<file path="config.mk">
export PLATFORM = sky130hd
export DESIGN_NAME = debug_run_ctrl
export DESIGN_NICKNAME = d
export VERILOG_FILES = /design/src/rtl/debug_run_ctrl.sv
export SDC_FILE = /design/constraint.sdc
export NUM_CORES = 1
export LEC_CHECK = 0
export ABC_AREA = 1
export CORE_UTILIZATION = 50
export CTS_BUF_LIST = sky130_fd_sc_hd__clkbuf_4 sky130_fd_sc_hd__clkbuf_8
export DETAILED_ROUTE_END_ITERATION = 8
export GPL_TIMING_DRIVEN = 1
export PLACE_DENSITY = 0.75
export SLEW_MARGIN = 20
export SYNTH_ARGS = -nofsm -noshare
export SYNTH_HDL_FRONTEND = slang
export SYNTH_SLANG_ARGS = --single-unit
</file>
<file path="constraint.sdc">
create_clock -name clk -period 1.8 [get_ports clk]
set_input_delay 0.18 -clock clk [delete_from_list [all_inputs] [get_ports clk]]
set_output_delay 0.18 -clock clk [all_outputs]
set_load 0.02 [all_outputs]
</file>
<file path="src/rtl/debug_run_ctrl.sv">
// debug_run_ctrl: UART run-control front end (continuous/step/soft-reset, status frame); DEBUG_CYCLE_COUNT_EN adds the 32-bit cycle counter and 6-byte frame
module debug_run_ctrl #(
  parameter int RST_CYCLES = 4,
  parameter logic [7:0] HEADER = 8'hA5,
  parameter int PC_W = 7
) (
  input  logic            clk,
  input  logic            rst,
  input  logic [7:0]      rx_data,
  input  logic            rx_valid,
  input  logic [PC_W-1:0] pc_in,
  input  logic            halt_in,
  output logic            pipe_enable,
  output logic            pipe_rst,
  output logic [7:0]      tx_data,
  output logic            tx_valid,
  input  logic            tx_ready
);
  typedef enum logic [2:0] {IDLE, RUN, STEP, PRST, SEND} state_t;
  state_t state;
  logic [2:0] idx;
  logic [7:0] rcnt;
  logic first;
  logic [PC_W-1:0] pc_q;
  logic [7:0] pc_b, nxt;
`ifdef DEBUG_CYCLE_COUNT_EN
  localparam logic [2:0] LAST = 3'd5;
  logic [31:0] cnt, cnt_q;
`else
  localparam logic [2:0] LAST = 3'd1;
`endif
  // pc comes live on the first SEND cycle, from the snapshot afterwards
  assign pc_b = first ? 8'(pc_in) : 8'(pc_q);
`ifdef DEBUG_CYCLE_COUNT_EN
  // byte to present after frame byte idx is accepted
  always_comb nxt = idx == 3'd0 ? pc_b :
                    idx == 3'd1 ? cnt_q[31:24] :
                    idx == 3'd2 ? cnt_q[23:16] :
                    idx == 3'd3 ? cnt_q[15:8] : cnt_q[7:0];
  // cycle counter counts enabled pipeline cycles; snapshot taken on first SEND cycle
  always_ff @(posedge clk) begin
    if (rst || state == PRST) cnt <= '0;
    else cnt <= cnt + {31'b0, pipe_enable};
    if (rst) cnt_q <= '0;
    else if (state == SEND && first) cnt_q <= cnt;
  end
`else
  assign nxt = pc_b;
`endif
  // command decode, enable/reset sequencing and frame streaming
  always_ff @(posedge clk) begin
    if (rst) begin
      state <= IDLE;
      pipe_enable <= 1'b0;
      pipe_rst <= 1'b0;
      tx_valid <= 1'b0;
      tx_data <= 8'h00;
      idx <= 3'd0;
      rcnt <= 8'd0;
      first <= 1'b0;
      pc_q <= '0;
    end else begin
      case (state)
        IDLE: if (rx_valid) begin
          if (rx_data == 8'h63 && !halt_in) begin
            state <= RUN;
            pipe_enable <= 1'b1;
          end else if (rx_data == 8'h63 || rx_data == 8'h64) begin
            state <= SEND;
            tx_valid <= 1'b1;
            tx_data <= HEADER;
            idx <= 3'd0;
            first <= 1'b1;
          end else if (rx_data == 8'h73) begin
            state <= STEP;
            pipe_enable <= 1'b1;
          end else if (rx_data == 8'h72) begin
            state <= PRST;
            pipe_rst <= 1'b1;
            rcnt <= 8'(RST_CYCLES - 1);
          end
        end
        RUN: if (halt_in || (rx_valid && rx_data == 8'h70)) begin
          state <= SEND;
          pipe_enable <= 1'b0;
          tx_valid <= 1'b1;
          tx_data <= HEADER;
          idx <= 3'd0;
          first <= 1'b1;
        end
        STEP: begin
          state <= SEND;
          pipe_enable <= 1'b0;
          tx_valid <= 1'b1;
          tx_data <= HEADER;
          idx <= 3'd0;
          first <= 1'b1;
        end
        PRST: if (rcnt == 8'd0) begin
          state <= IDLE;
          pipe_rst <= 1'b0;
        end else rcnt <= rcnt - 8'd1;
        SEND: begin
          first <= 1'b0;
          if (first) pc_q <= pc_in;
          if (tx_ready) begin
            if (idx == LAST) begin
              state <= IDLE;
              tx_valid <= 1'b0;
            end else begin
              idx <= idx + 3'd1;
              tx_data <= nxt;
            end
          end
        end
        default: state <= IDLE;
      endcase
    end
  end
endmodule

</file>
==> metrics.yaml <==
route:
  vias: 1833
  wl_mm: 3.92
  viasPerCell: 4.76
  ant_nets: 0
  drcViolationCount: 0
  dr.first_iter.drc_count: 104
  first_pass_iters: 4
  drt-wirelength-per-cell_um: 10.2
layout:
  multi_input_area_um2: 1090
  antenna_cells: 0
  areaGrowthSynthToFinish_pct: 24.4
  drive_above_1_share_pct: 10.1
  seq_area_um2: 661
  fin_nets: 360
  final_cells: 385
  nFillCells: 342
synthesis:
  yosysMostFrequentCell: "nand2_1"
  synth-seq-cells: 33
  syn_area_um2: 1930
  synthFlopType: "dfxtp_1"
  yosys-top-cells-area: "dfxtp_1 34%, nand2_1 15%, nor2_1 11%"
  async_reset_ff_share_pct: 0
  yosysSeqAreaShare_pct: 34.2
  syn_inst: 301
  synth_top_cells_by_count: "79 x nand2_1, 59 x nor2_1, 37 x inv_1"
  syn-num-nets: 325
  synth-edff-count: 0
  synth_top_area_cell: "dfxtp_1"
  yosysWarnings: 0
  yosysUniqueCellTypes: 32
  postSynthAreaPerCell_um2: 6.42
  synth.top_cell.area_share_pct: 34.2
floorplan:
  initial_utilization_pct: 52.4
  core_um2: 3690
  dieArea_um2: 4120
  die_h_um: 64.2
  fp.dieW_um: 64.2
  io_pins: 31
  rows: 22
clocking:
  cts.clk_slew.worst_paths_ns: 0.06
  clk_latency_ns: 0.28
  cts_root_buf: "clkbuf_8"
  cts_sinks: 33
  cts_tree: "yes"
  cts.path.max_buffers: 2
  htree_levels: 2
  cts_buffers: 5
  postCtsHoldBufs: 0
setup_path:
  crit_start: "rcnt[0]$_SDFFE_PP0P_"
  crit_path_end_kind: "flip-flop"
  required_ns: 2.02
  crit_fanout: 4
  crit_type: "flip-flop to flip-flop"
  regToRegSetupSlack_ns: 0.21
  rr_worst_depth: 10
  worstPathArrival_ns: 1.81
  reg2reg_to: "state[1]$_SDFFE_PP0P_"
  crit-reg2reg-launch: "rcnt[0]$_SDFFE_PP0P_"
  cp-start-kind: "flip-flop"
global_route:
  grt_usage_pct: 21.7
  antenna_found_initial: 0
  grt_pass1_vias: 1683
  grt_overflow_total: 0
  grt_pass1_wl_mm: 7.04
  grt_max_degree: 20
run:
  maxCapViolations: 0
sta:
  finalSetupViolCount: 0
  setup_ws_ns: 0.213
  finalHoldViolations: 0
  post-route-min-period_ns: 1.59
  relSlewSlack_pct: 69.0
  clock_skew_ns: 0.00372
  fmax_ghz: 0.630
  drv_slew: 0
  fin_hold_ws_ns: 0.465
  rsz0062_at_grt: "no"
  tightest_slew_ns: 0.465
  min_period_over_period_pct: 88.2
  setup-tns-final_ns: 0
outcome:
  outcome: "complete, no violations"
worst_hold_path:
  hold_end: "tx_data[7]$_SDFFE_PP0P_"
  hold_start: "tx_data[7]$_SDFFE_PP0P_"
  holdPathStages: 2
  hold_path.class: "flip-flop to flip-flop"
pwr:
  ir_drop_mv: 0.811
  total_power_w: 0.00343
  power.density_nw_per_um2: 1430
  p_leak_nw: 1.14
placement:
  hpwlAfterDp_mm: 3.01
  io_buffers: 30
  gp_congestion: 0.935
  placed_cells: 377
  post-place-ws_ns: -0.0188
what timing repair did:
item,4_1_cts,5_1_grt
setup endpoints to repair,0,2
buffers inserted,0,0
gates resized for setup,0,1
cells in the final DEF (no fill, tap or decap), types with 2 or more instances in the layout:
cell / count
nand2_1: 79
inv_2: 3
o21ai_1: 3
inv_1: 37
dfxtp_1: 33
clkbuf_8: 7
nor2_1: 58
nor3_1: 3
nand3_1: 9
o21ai_0: 9
nand2_2: 7
a21oi_1: 25
ha_1: 4
xnor2_1: 2
o22ai_1: 2
clkdlybuf4s50_1: 30
nand4_1: 3
buf_4: 2
xor2_1: 4
nor2_2: 2
nor2_4: 3
cell type report:
| type | count | share of cell area (%) |
|---|---|---|
| flip-flops and latches | 33 | 27.5 |
| clock buffers | 7 | 4.01 |
| clock inverters | 1 | 0.208 |
| well taps | 48 | 2.50 |
| inverters | 41 | 6.50 |
| repair buffers | 33 | 13.9 |
| multi-input cells | 222 | 45.4 |
how the worst max path moves through the flow:
stage | cells past startpoint | slack (ns) | endpoint
2_1_floorplan | 10 | 0.42 | tx_data[3]$_SDFFE_PP0P_
3_3_place_gp | 13 | 0.02 | tx_data[0]$_SDFFE_PP0P_
3_5_place_dp | 13 | -0.02 | tx_data[5]$_SDFFE_PP0P_
4_1_cts | 9 | 0.16 | rcnt[4]$_SDFFE_PP0P_
5_1_grt | 10 | 0.07 | rcnt[6]$_SDFFE_PP0P_
6_report | 10 | 0.21 | state[1]$_SDFFE_PP0P_
sequential cells by signal, summed over array words and instances, names as in the netlist:
signal       flops
pc_q             7
rcnt             8
pipe_enable      1
pipe_rst         1
tx_valid         1
first            1
state            3
tx_data          8
idx              3
critical path: stages, from the launching register on:
cell and delay [ns]:
dfxtp_1 0.32, inv_1 0.12, ha_1 0.19, nand2_1 0.08, o21ai_2 0.28, nand2_1 0.08, nor2_1 0.14, nand2_1 0.11
nand2_1 0.07, nand2_1 0.04, nor2_1 0.10
metal layers:
metal,vias to the layer above,wire length [um],track usage (%)
met1,793,1940,26.9
li1,1010,-,-
met3,4,132,5.54
met2,26,1820,35.9
met5,-,0,0
met4,0,32,8.06
stage by stage:
| stage | instance area (um^2) | util (%) |
|---|---|---|
| after global routing | 2400 | 65.2 |
| final | 2400 | 65.2 |
| after detailed placement | 2300 | 62.4 |
| after CTS | 2400 | 65.1 |
| after floorplan | 1930 | - |
| after global placement | 2300 | 62.4 |
cells by family after synthesis:
family,synth area share [%]
AO/OA/AOI/OAI,11.9
XOR/XNOR,2.72
adder cells (fa/ha/maj),2.59
buffers and inverters,9.51
flip-flops,34.2
AND/OR/NAND/NOR,39.1
power by group:
group | total, W | switching [W] | leakage (nW) | internal [W]
sequential | 0.00102 | 0.000118 | 0.269 | 0.000898
combinational | 0.00181 | 0.00108 | 0.815 | 0.000732
clock | 0.000603 | 0.000258 | 0.0542 | 0.000345
total | 0.00343 | 0.00145 | 1.14 | 0.00198
Power figures use the tool's default switching activity.
